<file path="config.mk">
export PLATFORM = sky130hd
export DESIGN_NAME = mem_arbiter_flat
export DESIGN_NICKNAME = d
export VERILOG_FILES = /design/src/rtl/mem_arbiter_if.sv /design/src/rtl/mem_arbiter.sv /design/src/flat_wrapper.sv
export SDC_FILE = /design/constraint.sdc
export NUM_CORES = 1
export LEC_CHECK = 0
export CORE_ASPECT_RATIO = 1.1
export CORE_MARGIN = 2
export CORE_UTILIZATION = 42
export CTS_BUF_LIST = sky130_fd_sc_hd__clkbuf_16
export CTS_CLUSTER_DIAMETER = 200
export DETAILED_ROUTE_END_ITERATION = 6
export PLACE_DENSITY = 0.88
export SETUP_SLACK_MARGIN = 0.15
export SLEW_MARGIN = 20
export SYNTH_ARGS = -nofsm -noshare
export SYNTH_HDL_FRONTEND = slang
export SYNTH_SLANG_ARGS = --single-unit
</file>
<file path="constraint.sdc">
create_clock -name clk -period 2.2 [get_ports clk]
set_clock_uncertainty 0.2 [all_clocks]
set_input_delay 0.44 -clock clk [delete_from_list [all_inputs] [get_ports clk]]
set_output_delay 0.44 -clock clk [all_outputs]
set_load 0.01 [all_outputs]
</file>
<file path="src/rtl/mem_arbiter_if.sv">
// Signal bundle between three memory requesters, the arbiter and a single-port RAM.
// Latency: none, wires only.
// Backpressure: none here; requesters hold req until ack, and hold stalls new grants.
// Ports: master = requesters + RAM model (req/we/addr/wdata/hold/ram_rdata),
//        slave  = arbiter (gnt/ack/rdata/busy and the ram_* access bus).
interface mem_arbiter_if;
  logic [2:0]  req;
  logic [2:0]  we;
  logic [23:0] addr;
  logic [23:0] wdata;
  logic        hold;
  logic [2:0]  gnt;
  logic [2:0]  ack;
  logic [7:0]  rdata;
  logic        busy;
  logic        ram_en;
  logic        ram_we;
  logic [7:0]  ram_addr;
  logic [7:0]  ram_wdata;
  logic [7:0]  ram_rdata;

  modport master (
    output req, we, addr, wdata, hold, ram_rdata,
    input  gnt, ack, rdata, busy, ram_en, ram_we, ram_addr, ram_wdata
  );

  modport slave (
    input  req, we, addr, wdata, hold, ram_rdata,
    output gnt, ack, rdata, busy, ram_en, ram_we, ram_addr, ram_wdata
  );
endinterface

</file>
<file path="src/rtl/mem_arbiter.sv">
// Round-robin arbiter giving three requesters (loader, fetch, data) turns on one RAM.
// Latency: grant edge N -> LATENCY access cycles -> ack in the cycle after, then one IDLE cycle.
// Backpressure: hold blocks new grants only; a requester holds req until its ack.
// Ports: clk, rst (sync, active-high); bus (slave modport) carries req/we/addr/wdata/hold in,
//        gnt/ack/rdata/busy out, and the ram_en/ram_we/ram_addr/ram_wdata/ram_rdata RAM bus.
module mem_arbiter #(
  parameter int LATENCY = 2
) (
  input  logic          clk,
  input  logic          rst,
  mem_arbiter_if.slave  bus
);

  localparam logic [3:0] LAST_CNT = 4'(LATENCY - 1);

  typedef enum logic [1:0] {
    IDLE   = 2'b00,
    ACCESS = 2'b01,
    DONE   = 2'b10
  } state_t;

  state_t      state_q, state_d;
  logic [3:0]  cnt_q, cnt_d;
  logic [1:0]  idx_q;
  logic        we_q;
  logic [7:0]  addr_q;
  logic [7:0]  wdata_q;
  logic [7:0]  rdata_q;
  logic [1:0]  last_q;

  logic [1:0]  cand1, cand2, win_idx;
  logic        take;
  logic        capture;
  logic        state_ok;
  logic [2:0]  owner_oh;

  logic [2:0]  gnt_c, ack_c;
  logic        busy_c, ram_en_c, ram_we_c;
  logic [7:0]  ram_addr_c, ram_wdata_c;

  function automatic logic [1:0] rr_next(input logic [1:0] i);
    return (i >= 2'd2) ? 2'd0 : i + 2'd1;
  endfunction

  // Priority order is last+1, last+2, then last itself.
  always_comb begin
    cand1 = rr_next(last_q);
    cand2 = rr_next(cand1);
    if (bus.req[cand1]) begin
      win_idx = cand1;
    end else if (bus.req[cand2]) begin
      win_idx = cand2;
    end else begin
      win_idx = (last_q == 2'd3) ? 2'd2 : last_q;
    end
  end

  assign state_ok = (state_q == IDLE) || (state_q == ACCESS) || (state_q == DONE);
  assign owner_oh = 3'b001 << idx_q;

  always_ff @(posedge clk) begin
    if (rst) begin
      state_q <= IDLE;
      cnt_q   <= 4'd0;
      idx_q   <= 2'd0;
      we_q    <= 1'b0;
      addr_q  <= 8'd0;
      wdata_q <= 8'd0;
      rdata_q <= 8'd0;
      last_q  <= 2'd2;
    end else begin
      state_q <= state_d;
      cnt_q   <= cnt_d;
      if (take) begin
        idx_q   <= win_idx;
        we_q    <= bus.we[win_idx];
        addr_q  <= bus.addr[{win_idx, 3'b000} +: 8];
        wdata_q <= bus.wdata[{win_idx, 3'b000} +: 8];
        last_q  <= win_idx;
      end
      if (capture) begin
        rdata_q <= bus.ram_rdata;
      end else if (!state_ok) begin
        rdata_q <= 8'd0;
      end
    end
  end

  always_comb begin
    state_d     = state_q;
    cnt_d       = cnt_q;
    take        = 1'b0;
    capture     = 1'b0;
    gnt_c       = 3'b000;
    ack_c       = 3'b000;
    busy_c      = 1'b0;
    ram_en_c    = 1'b0;
    ram_we_c    = 1'b0;
    ram_addr_c  = 8'd0;
    ram_wdata_c = 8'd0;
    case (state_q)
      IDLE: begin
        if (!bus.hold && (bus.req != 3'b000)) begin
          take    = 1'b1;
          cnt_d   = 4'd0;
          state_d = ACCESS;
        end
      end
      ACCESS: begin
        busy_c      = 1'b1;
        gnt_c       = owner_oh;
        ram_en_c    = 1'b1;
        ram_we_c    = we_q;
        ram_addr_c  = addr_q;
        ram_wdata_c = wdata_q;
        if (cnt_q == LAST_CNT) begin
          // RAM read data is valid in this final access cycle.
          capture = !we_q;
          cnt_d   = 4'd0;
          state_d = DONE;
        end else begin
          cnt_d = cnt_q + 4'd1;
        end
      end
      DONE: begin
        busy_c  = 1'b1;
        gnt_c   = owner_oh;
        ack_c   = owner_oh;
        state_d = IDLE;
      end
      default: begin
        cnt_d   = 4'd0;
        state_d = IDLE;
      end
    endcase
  end

  assign bus.gnt       = gnt_c;
  assign bus.ack       = ack_c;
  assign bus.busy      = busy_c;
  assign bus.ram_en    = ram_en_c;
  assign bus.ram_we    = ram_we_c;
  assign bus.ram_addr  = ram_addr_c;
  assign bus.ram_wdata = ram_wdata_c;
  assign bus.rdata     = state_ok ? rdata_q : 8'd0;

endmodule

</file>
<file path="src/flat_wrapper.sv">
// flat-port wrapper written by rule: the top's interface ports become plain ports
module mem_arbiter_flat 
#(
  parameter int LATENCY = 2
)
  (clk, rst, bus_req, bus_we, bus_addr, bus_wdata, bus_hold, bus_ram_rdata, bus_gnt, bus_ack, bus_rdata, bus_busy, bus_ram_en, bus_ram_we, bus_ram_addr, bus_ram_wdata);
  mem_arbiter_if bus_i ();
  input  logic clk;
  input  logic rst;
  input wire logic [$bits(bus_i.req)-1:0] bus_req;
  input wire logic [$bits(bus_i.we)-1:0] bus_we;
  input wire logic [$bits(bus_i.addr)-1:0] bus_addr;
  input wire logic [$bits(bus_i.wdata)-1:0] bus_wdata;
  input wire logic [$bits(bus_i.hold)-1:0] bus_hold;
  input wire logic [$bits(bus_i.ram_rdata)-1:0] bus_ram_rdata;
  output wire logic [$bits(bus_i.gnt)-1:0] bus_gnt;
  output wire logic [$bits(bus_i.ack)-1:0] bus_ack;
  output wire logic [$bits(bus_i.rdata)-1:0] bus_rdata;
  output wire logic [$bits(bus_i.busy)-1:0] bus_busy;
  output wire logic [$bits(bus_i.ram_en)-1:0] bus_ram_en;
  output wire logic [$bits(bus_i.ram_we)-1:0] bus_ram_we;
  output wire logic [$bits(bus_i.ram_addr)-1:0] bus_ram_addr;
  output wire logic [$bits(bus_i.ram_wdata)-1:0] bus_ram_wdata;
  assign bus_i.req = bus_req;
  assign bus_i.we = bus_we;
  assign bus_i.addr = bus_addr;
  assign bus_i.wdata = bus_wdata;
  assign bus_i.hold = bus_hold;
  assign bus_i.ram_rdata = bus_ram_rdata;
  assign bus_gnt = bus_i.gnt;
  assign bus_ack = bus_i.ack;
  assign bus_rdata = bus_i.rdata;
  assign bus_busy = bus_i.busy;
  assign bus_ram_en = bus_i.ram_en;
  assign bus_ram_we = bus_i.ram_we;
  assign bus_ram_addr = bus_i.ram_addr;
  assign bus_ram_wdata = bus_i.ram_wdata;
  mem_arbiter #(.LATENCY(LATENCY)) u_core (.clk(clk), .rst(rst), .bus(bus_i));
endmodule
</file>
==> results of run 1 <==
-- final cells by class --
type | instances | area, um^2
Fill cell | 383 | 1510
Multi-Input combinational cell | 207 | 1460
Timing Repair Buffer | 130 | 1120
Inverter | 6 | 22.5
Tap cell | 58 | 72.6
Clock inverter | 2 | 33.8
Clock buffer | 5 | 125
Sequential cell | 34 | 686
-- metal layers --
metal | global-route usage [%] | routed length, um | vias to the layer above
met2 | 39.7 | 3340 | 88
met3 | 5.43 | 369 | 13
met5 | 0 | 0 | -
li1 | - | - | 1236
met1 | 27.1 | 2840 | 1189
met4 | 7.04 | 103 | 0
-- flip-flops by register name, summed over array words and instances, names as in the netlist --
| name | count |
|---|---|
| u_core.cnt_q | 4 |
| u_core.addr_q | 8 |
| u_core.wdata_q | 8 |
| u_core.state_q | 2 |
| u_core.we_q | 1 |
| u_core.last_q | 2 |
| u_core.idx_q | 1 |
| u_core.rdata_q | 8 |
-- what timing repair did --
action	4_1_cts	5_1_grt
hold buffers	0	0
pin swaps	1	0
gates resized for setup	79	38
endpoints found under the setup margin	33	44
cloned	0	1
setup buffers	0	1
-- path summary, 6_finish.rpt --
| kind | start | to | slack, ns | cells past startpoint |
|---|---|---|---|---|
| max | u_core.state_q[0]$_SDFFE_PP0P_ | bus_ram_we | 0.16 | 5 |
| min | u_core.addr_q[0]$_SDFFE_PP0P_ | u_core.addr_q[0]$_SDFFE_PP0P_ | 0.26 | 2 |
| max reg2reg | u_core.last_q[0]$_SDFFE_PP0P_ | u_core.addr_q[7]$_SDFFE_PP0P_ | 0.24 | 5 |
| min reg2reg | u_core.addr_q[0]$_SDFFE_PP0P_ | u_core.addr_q[0]$_SDFFE_PP0P_ | 0.26 | 2 |
-- worst reg2reg max path, cell delays in order, from the launching register on --
cell and delay [ns]:
dfxtp_1 0.52, and2b_2 0.28, or3_1 0.37, buf_4 0.18, a31oi_1 0.20, o21ai_0 0.09
-- per-stage QoR --
step           setup WS, ns  cell area [um^2]  instances
2_1_floorplan         0.246              2210        272
6_report              0.155              3520        442
5_1_grt              0.0868              3520        442
3_3_place_gp        -0.0795              3360        433
3_5_place_dp         -0.101              3360        433
4_1_cts              0.0981              3530        440
-- kinds of logic (layout without fill, tap and decap cells) --
kind of cell / Yosys count / in the layout
buffers and inverters: 31 / 143
AOI/OAI and AO/OA: 86 / 86
adders and majority gates: 6 / 6
and+or+nand+nor: 105 / 105
DFF: 34 / 34
muxes: 10 / 10
-- power breakdown --
group	switching (mW)	total (mW)	internal (mW)
clock	0.247	0.770	0.523
sequential	0.0330	0.696	0.663
combinational	0.270	0.576	0.306
-- synth_stat cells, types with 2 or more instances --
master    instances
clkbuf_1         13
nor2b_1          10
a31oi_1          17
and2_1           17
mux2i_1          10
nor3_1            5
o32ai_1          17
dfxtp_1          34
nor3b_1           3
buf_4             2
and3b_1           4
nand3_1           2
o21ai_0          10
nand2_1          20
inv_1             6
nand2b_1         20
a21oi_1           8
or3_1             5
ha_1              6
a211oi_1          2
a32oi_1          17
nor2_1           14
o21ai_1          10
buf_2             9
==> results.py, run 1 <==
metrics = {
    "logic_synthesis": {
        "synth_area_um2": 2210,
        "synth_edf_count": 0,
        "ys_seq_area_share_pct": 30.9,
        "synth_nets": 343,
        "yosysTopAreaCellShare_pct": 30.9,
        "synth_largest_area_cell": "dfxtp_1",
        "synthCells": 272,
        "synth-compound-area-share_pct": 27.9,
        "synth.area.top_cells": "dfxtp_1, a32oi_1, o32ai_1",
        "synth_simple_gate_area_share_pct": 26.9,
        "synth-adder-area-share_pct": 3.40,
        "ys_dominant_reg_cell": "dfxtp_1",
        "synth_seq_cells": 34,
        "synthXorXnorAreaFrac_pct": 0,
        "synth_top_family_by_area": "compound AO/OA/AOI/OAI gates",
        "syn_area_per_cell_um2": 8.11,
        "synth.distinct_cells": 35,
        "yosys_warnings": 0,
        "synthArstFlopShare_pct": 0,
        "yosys-mux-area-fraction_pct": 4.54,
    },
    "sta": {
        "fin_crit_ns": 2.04,
        "hold_ws_ns": 0.263,
        "rsz0062_at_grt": "true",
        "fin_setup_tns_ns": 0,
        "max_slew_margin_pct": 76.3,
        "worst_pin_slew_ns": 0.355,
        "setup_viol": 0,
        "drv_slew": 0,
        "finalHoldViolations": 0,
        "post-route-period-util_pct": 92.9,
        "fmax_mhz": 489,
    },
    "power_and_ir_drop": {
        "vdd_ir_drop_max_mv": 0.301,
        "total_leakage_power_nw": 1.50,
        "finalPower_mw": 2.04,
        "p_per_area_nw_per_um2": 580,
    },
    "detailed_routing": {
        "vias": 2526,
        "wirelength_mm": 6.65,
        "drc": 0,
        "wl_per_cell_um": 15.0,
        "detail_route.iter0.violations": 127,
        "vias_per_cell": 5.71,
        "drtPass1Iterations": 4,
        "route.antenna.remaining_nets": 0,
    },
    "setup_path": {
        "crit_arrival_ns": 1.40,
        "cpMaxStageDelayCell": "dfxtp_2",
        "path_buf_inv": 3,
        "startpoint_type": "flop",
        "crit_fanout": 12,
        "cp_common_cell": "buf_6",
        "crit_required_ns": 1.56,
        "path_class": "flop to output pin",
        "path_delay_family": "buffers and inverters",
        "path_cells": "buf_6, ha_4, buf_6, and2_1, clkdlybuf4s15_2",
        "critPathCaptureType": "output pin",
        "max_stage_delay_ns": 0.33,
    },
    "job": {
        "max_cap_violations": 0,
    },
    "floorplanning": {
        "die_x_um": 73.1,
        "start_util_pct": 43.8,
        "core_um2": 5030,
        "num_rows": 27,
        "io_pins": 98,
        "die-height_um": 80.0,
        "dieArea_um2": 5850,
    },
    "clock_tree": {
        "clk_latency_ns": 0.28,
        "cts_tree": "yes",
        "cts_inserted_buffers": 5,
        "clock-sinks": 34,
        "htree_levels": 2,
        "root_buffer": "clkbuf_16",
        "clk_pin_slew_worst_paths_ns": 0.05,
        "clock_path_buffers": 2,
    },
    "global_route": {
        "grt_first_pass_wirelength_mm": 10.6,
        "grt.overflow.total": 0,
        "grt_pass1_vias": 2375,
        "antenna_found_initial": 0,
        "grt.total_usage_pct": 22.8,
        "grt_max_degree": 20,
    },
    "hold_path": {
        "hp-class": "flop to flop",
    },
    "cells_and_area": {
        "finalNetCount": 455,
        "mostFrequentLayoutCells": "clkdlybuf4s50_1, dfxtp_1, buf_4, nand2_1, nand2b_1",
        "final_common_cell": "clkdlybuf4s50_1",
        "fin_util_pct": 69.9,
        "antenna_cells": 0,
        "drive_gt1_share_pct": 21.6,
        "syn_to_final_growth_pct": 59.6,
    },
    "run_status": {
        "status": "completed",
    },
    "placed_design": {
        "numPortBuffers": 97,
        "place_congestion": 0.841,
        "dp_hpwl_mm": 4.96,
    },
}
Note: power is estimated with default switching activity, not from simulation.
==> inputs of run 2 (changes only) <==
--- a/config.mk
+++ b/config.mk
@@ -5,13 +5,14 @@
 export SDC_FILE = /design/constraint.sdc
 export NUM_CORES = 1
 export LEC_CHECK = 0
+export ABC_AREA = 1
 export CORE_ASPECT_RATIO = 1.1
 export CORE_MARGIN = 2
-export CORE_UTILIZATION = 42
+export CORE_UTILIZATION = 30
 export CTS_BUF_LIST = sky130_fd_sc_hd__clkbuf_16
 export CTS_CLUSTER_DIAMETER = 200
 export DETAILED_ROUTE_END_ITERATION = 6
-export PLACE_DENSITY = 0.88
+export PLACE_DENSITY = 0.67
 export SETUP_SLACK_MARGIN = 0.15
 export SLEW_MARGIN = 20
 export SYNTH_ARGS = -nofsm -noshare
==> results.py, run 2 <==
metrics = {
    "global_route": {
        "grt.overflow.total": 0,
        "antenna_found_initial": 0,
        "use_met2_pct": 27.4,
        "met3_usage_pct": 3.48,
        "grt_first_pass_wirelength_mm": 10.5,
        "grtUsageMet1_pct": 17.6,
        "grt_pass1_vias": 2454,
        "grt_max_degree": 28,
        "gr-max-usage-layer": "met2",
        "grt.total_usage_pct": 15.1,
    },
    "cells_and_area": {
        "antenna_cells": 0,
        "fin_cells": 602,
        "final_common_cell": "nand2_1",
        "reg.largest.list": "u_core.addr_q: 8 flops, u_core.rdata_q: 8 flops, u_core.wdata_q: 8 flops",
        "drive_gt1_share_pct": 17.8,
        "mostFrequentLayoutCells": "nand2_1, inv_1, clkdlybuf4s50_1, dfxtp_1, nand3_1",
        "fillers": 798,
        "finalNetCount": 564,
        "fin_util_pct": 48.4,
        "syn_to_final_growth_pct": 58.7,
    },
    "logic_synthesis": {
        "synth_common_cells": "nand2_1, inv_1, dfxtp_1",
        "yosys_warnings": 0,
        "yosysTopAreaCellShare_pct": 28.6,
        "synth_largest_area_cell": "dfxtp_1",
        "synth_nets": 455,
        "synthArstFlopShare_pct": 0,
        "synth_edf_count": 0,
        "yosysMostFrequentCell": "nand2_1",
        "synthCells": 384,
        "synth.distinct_cells": 30,
        "synth_area_um2": 2380,
        "syn_area_per_cell_um2": 6.19,
        "ys_seq_area_share_pct": 28.6,
        "synth.area.top_cells": "dfxtp_1, nand2_1, inv_1",
        "ys_dominant_reg_cell": "dfxtp_1",
        "synth_seq_cells": 34,
    },
    "clock_tree": {
        "clock-sinks": 34,
        "cts_inserted_buffers": 5,
        "post_cts_buffers": 0,
        "clk_latency_ns": 0.28,
        "root_buffer": "clkbuf_16",
        "htree_levels": 2,
        "cts_hold_buf": 0,
        "clock_path_buffers": 2,
        "clk_pin_slew_worst_paths_ns": 0.05,
        "cts_tree": "yes",
    },
    "placed_design": {
        "place_congestion": 0.803,
        "place_inst": 593,
        "numPortBuffers": 97,
        "dp_hpwl_mm": 4.95,
    },
    "sta": {
        "finalHoldViolations": 0,
        "fin_setup_tns_ns": 0,
        "post-route-period-util_pct": 91.4,
        "hold_ws_ns": 0.322,
        "worst_pin_slew_ns": 0.284,
        "setup_viol": 0,
        "fmax_mhz": 497,
        "max_slew_margin_pct": 81.1,
        "rsz0062_at_grt": "true",
        "drv_slew": 0,
        "fin_crit_ns": 2.01,
    },
    "floorplanning": {
        "die-height_um": 97.3,
        "dieArea_um2": 8650,
        "die_x_um": 88.9,
        "io_pins": 98,
        "start_util_pct": 30.5,
        "num_rows": 34,
        "core_um2": 7780,
    },
    "power_and_ir_drop": {
        "pwr-share-clk_pct": 31.4,
        "combPwrFrac_pct": 34.9,
        "internal-power_mw": 1.42,
        "finalPower_mw": 2.10,
        "p_switching_mw": 0.681,
        "swShare_pct": 32.4,
        "total_leakage_power_nw": 1.95,
        "p_seq_share_pct": 33.8,
        "p_per_area_nw_per_um2": 557,
        "vdd_ir_drop_max_mv": 0.278,
    },
    "setup_path": {
        "r2r_setup_slack_ns": 0.31,
        "crit_fanout": 3,
        "critPathCaptureType": "output pin",
        "startpoint_type": "flop",
        "path_class": "flop to output pin",
        "crit_arrival_ns": 1.37,
        "crit_required_ns": 1.56,
    },
    "detailed_routing": {
        "route.antenna.remaining_nets": 0,
        "drc": 0,
        "wirelength_mm": 6.53,
        "wl_per_cell_um": 10.8,
        "detail_route.iter0.violations": 59,
        "drtPass1Iterations": 5,
        "vias": 2635,
        "vias_per_cell": 4.38,
    },
    "hold_path": {
        "hp-class": "flop to flop",
    },
    "job": {
        "max_cap_violations": 0,
    },
    "run_status": {
        "status": "completed",
    },
}
run 2: area by class of cell:
cell class | count | area, um^2 | share of cell area (%)
clock buffers | 5 | 125 | 3.32
clock inverters | 3 | 12.5 | 0.332
inverters | 76 | 294 | 7.80
multi-input cells | 258 | 1390 | 36.9
flip-flops and latches | 34 | 683 | 18.1
well taps | 108 | 135 | 3.58
repair buffers | 117 | 1120 | 29.8
repair inverters | 1 | 7.51 | 0.199
run 2: repair_timing:
| action | 4_1_cts | 5_1_grt |
|---|---|---|
| setup endpoints to repair | 33 | 47 |
| resized for setup | 65 | 29 |
| hold endpoints to repair | 0 | 0 |
| cloned | 0 | 1 |
| pin swaps | 0 | 1 |
run 2: per-layer routing:
metal	share of wire [%]	wire length [um]	vias up
met2	51	3330	73
li1	-	-	1386
met3	5.2	341	8
met5	0	0	-
met1	43	2810	1168
met4	0.63	41	0
run 2: cells by family after synthesis:
| kind of cell | count (synthesis) | share of synthesized area (%) |
|---|---|---|
| compound gates | 47 | 12.0 |
| fa+ha+maj | 6 | 3.16 |
| buf+inv | 92 | 16.2 |
| flops | 34 | 28.6 |
| simple gates | 205 | 40.1 |
run 2: power groups by stage:
| stage | clock network, mW | logic [mW] | registers (mW) |
|---|---|---|---|
| finish | 0.658 | 0.731 | 0.709 |
| global route | 0.691 | 0.816 | 0.714 |
| CTS | 0.669 | 0.714 | 0.706 |
| detailed placement | 0 | 0.722 | 0.717 |
| global placement | 0 | 0.717 | 0.715 |
| floorplan | 0 | 0.433 | 0.707 |
run 2: final timing paths:
kind                                                     start                             to  cells after the start
worst max-delay path            u_core.state_q[0]$_SDFFE_PP0P_                     bus_gnt[1]                      5
worst min-delay path              u_core.rdata_q[2]$_SDFF_PP0_   u_core.rdata_q[2]$_SDFF_PP0_                      4
worst max register to register   u_core.last_q[0]$_SDFFE_PP0P_  u_core.addr_q[4]$_SDFFE_PP0P_                      9
worst min register to register    u_core.rdata_q[2]$_SDFF_PP0_   u_core.rdata_q[2]$_SDFF_PP0_                      4
run 2: worst max-delay path, cell delays in order (launching register included):
cell,delay (ns)
dfxtp_2,0.36
inv_1,0.07
ha_1,0.32
inv_2,0.07
nor3_2,0.13
buf_2,0.16
run 2: metrics by stage:
stage	setup WS, ns	area [um^2]
final	0.190	3770
after global routing	0.138	3770
after CTS	0.153	3720
after detailed placement	-0.0609	3580
after global placement	-0.0224	3580
after floorplan	0.236	2380
==> inputs of run 3 (changes only) <==
--- a/config.mk
+++ b/config.mk
@@ -6,13 +6,15 @@
 export NUM_CORES = 1
 export LEC_CHECK = 0
 export ABC_AREA = 1
+export CELL_PAD_IN_SITES_DETAIL_PLACEMENT = 0
+export CELL_PAD_IN_SITES_GLOBAL_PLACEMENT = 1
 export CORE_ASPECT_RATIO = 1.1
 export CORE_MARGIN = 2
-export CORE_UTILIZATION = 30
+export CORE_UTILIZATION = 29
 export CTS_BUF_LIST = sky130_fd_sc_hd__clkbuf_16
 export CTS_CLUSTER_DIAMETER = 200
 export DETAILED_ROUTE_END_ITERATION = 6
-export PLACE_DENSITY = 0.67
+export PLACE_DENSITY = 0.89
 export SETUP_SLACK_MARGIN = 0.15
 export SLEW_MARGIN = 20
 export SYNTH_ARGS = -nofsm -noshare
==> results.py, run 3 (synthesis gave the netlist of run 2 again) <==
metrics = {
    "floorplanning": {
        "dieArea_um2": 8930,
        "num_rows": 34,
        "io_pins": 98,
        "start_util_pct": 30.0,
        "die-height_um": 98.9,
        "core_um2": 7910,
        "die_x_um": 90.3,
    },
    "clock_tree": {
        "cts_inserted_buffers": 5,
        "clock_path_buffers": 2,
        "htree_levels": 2,
        "root_buffer": "clkbuf_16",
        "cts_tree": "yes",
        "clk_pin_slew_worst_paths_ns": 0.05,
        "clock-sinks": 34,
        "clk_latency_ns": 0.27,
    },
    "detailed_routing": {
        "vias_per_cell": 4.37,
        "route.antenna.remaining_nets": 0,
        "wirelength_mm": 7.18,
        "wl_per_cell_um": 11.9,
        "detail_route.iter0.violations": 109,
        "drtPass1Iterations": 4,
        "vias": 2646,
        "drc": 0,
    },
    "global_route": {
        "grt_max_degree": 20,
        "grt.total_usage_pct": 15.6,
        "grt_first_pass_wirelength_mm": 11.5,
        "grt_pass1_vias": 2508,
        "antenna_found_initial": 0,
        "grt.overflow.total": 0,
    },
    "setup_path": {
        "path_buf_inv": 2,
        "path_class": "flop to output pin",
        "path_cells": "buf_4, ha_4, nor2_1, clkdlybuf4s15_1",
        "max_stage_delay_ns": 0.36,
        "startpoint_type": "flop",
        "path_delay_family": "buffers and inverters",
        "crit_fanout": 8,
        "cpMaxStageDelayCell": "dfxtp_4",
        "crit_arrival_ns": 1.38,
        "crit_required_ns": 1.56,
        "critPathCaptureType": "output pin",
    },
    "placed_design": {
        "dp_hpwl_mm": 5.52,
        "place_congestion": 0.780,
        "placed_cell_area_um2": 3590,
        "numPortBuffers": 97,
    },
    "sta": {
        "post-route-period-util_pct": 91.7,
        "rsz0062_at_grt": "true",
        "fmax_mhz": 496,
        "fin_crit_ns": 2.02,
        "max_slew_margin_pct": 78.5,
        "fin_setup_tns_ns": 0,
        "drv_slew": 0,
        "finalHoldViolations": 0,
        "worst_pin_slew_ns": 0.322,
        "setup_viol": 0,
        "hold_ws_ns": 0.325,
    },
    "hold_path": {
        "hp-class": "flop to flop",
    },
    "power_and_ir_drop": {
        "p_per_area_nw_per_um2": 559,
        "vdd_ir_drop_max_mv": 0.270,
        "total_leakage_power_nw": 1.93,
    },
    "cells_and_area": {
        "drive_gt1_share_pct": 19.5,
        "area.sequential_um2": 687,
        "multiInputGateArea_um2": 1390,
        "mostFrequentLayoutCells": "nand2_1, inv_1, clkdlybuf4s50_1, dfxtp_1, nand3_1",
        "fillers": 862,
        "final_area_um2": 3800,
        "syn_to_final_growth_pct": 60.1,
        "final_common_cell": "nand2_1",
        "finalNetCount": 567,
        "reg.largest.list": "u_core.addr_q: 8 flops, u_core.rdata_q: 8 flops, u_core.wdata_q: 8 flops",
        "antenna_cells": 0,
    },
    "run_status": {
        "status": "completed",
    },
    "job": {
        "max_cap_violations": 0,
    },
}
==> run 3: timing repair <==
action,CTS,global route
cloned,0,1
setup endpoints to repair,33,36
pin swaps,0,3
gates resized for setup,61,48
setup buffers,0,1
hold buffers,0,0
==> run 3: path summary, 6_finish.rpt <==
check             depth (start not counted)                      endpoint  slack, ns                           start
setup / recovery                          4                  bus_rdata[3]       0.18  u_core.state_q[0]$_SDFFE_PP0P_
hold / removal                            2  u_core.cnt_q[0]$_SDFFE_PP0P_       0.33    u_core.cnt_q[0]$_SDFFE_PP0P_
setup reg to reg                          8  u_core.rdata_q[0]$_SDFF_PP0_       0.30    u_core.cnt_q[0]$_SDFFE_PP0P_
hold reg to reg                           2  u_core.cnt_q[0]$_SDFFE_PP0P_       0.33    u_core.cnt_q[0]$_SDFFE_PP0P_
==> run 3: report_power, final <==
group	internal [mW]	switching (mW)	leakage, nW
clock	0.409	0.256	0.0724
sequential	0.670	0.0412	0.280
combinational	0.351	0.400	1.58
==> run 3: area by class of cell <==
class / count / area share [%]
clock inverter: 3 / 0.329
timing repair buffer: 120 / 30.3
tap: 108 / 3.55
inverter: 76 / 7.66
sequential: 34 / 18.1
timing repair inverter: 1 / 0.197
clock buffer: 5 / 3.29
multi-input combinational: 258 / 36.6
==> run 3: worst reg2reg max path: cells and delay by family (launching register included) <==
kind | cells | cell delay (ns)
flops | 1 | 0.39
fa+ha+maj | 1 | 0.17
simple gates | 5 | 0.87
compound gates | 1 | 0.07
buf+inv | 1 | 0.08
==> run 3: per-stage QoR <==
| stage | util [%] | cells | total power [mW] | worst slack (ns) |
|---|---|---|---|---|
| 6_report | 48.1 | 605 | 2.13 | 0.182 |
| 2_1_floorplan | - | 384 | 1.14 | 0.236 |
| 5_1_grt | 48.1 | 605 | 2.25 | 0.123 |
| 3_3_place_gp | 45.3 | 595 | 1.45 | -0.0638 |
| 3_5_place_dp | 45.3 | 595 | 1.46 | -0.115 |
| 4_1_cts | 47.2 | 603 | 2.12 | 0.0109 |
==> run 3: metal layers <==
layer  up-vias  wire [um]  global-route usage [%]
li1       1391          -                       -
met1      1187       3240                    19.1
met2        66       3630                    28.2
met3         2        274                    2.98
met4         0         44                    3.79
met5         -          0                       0
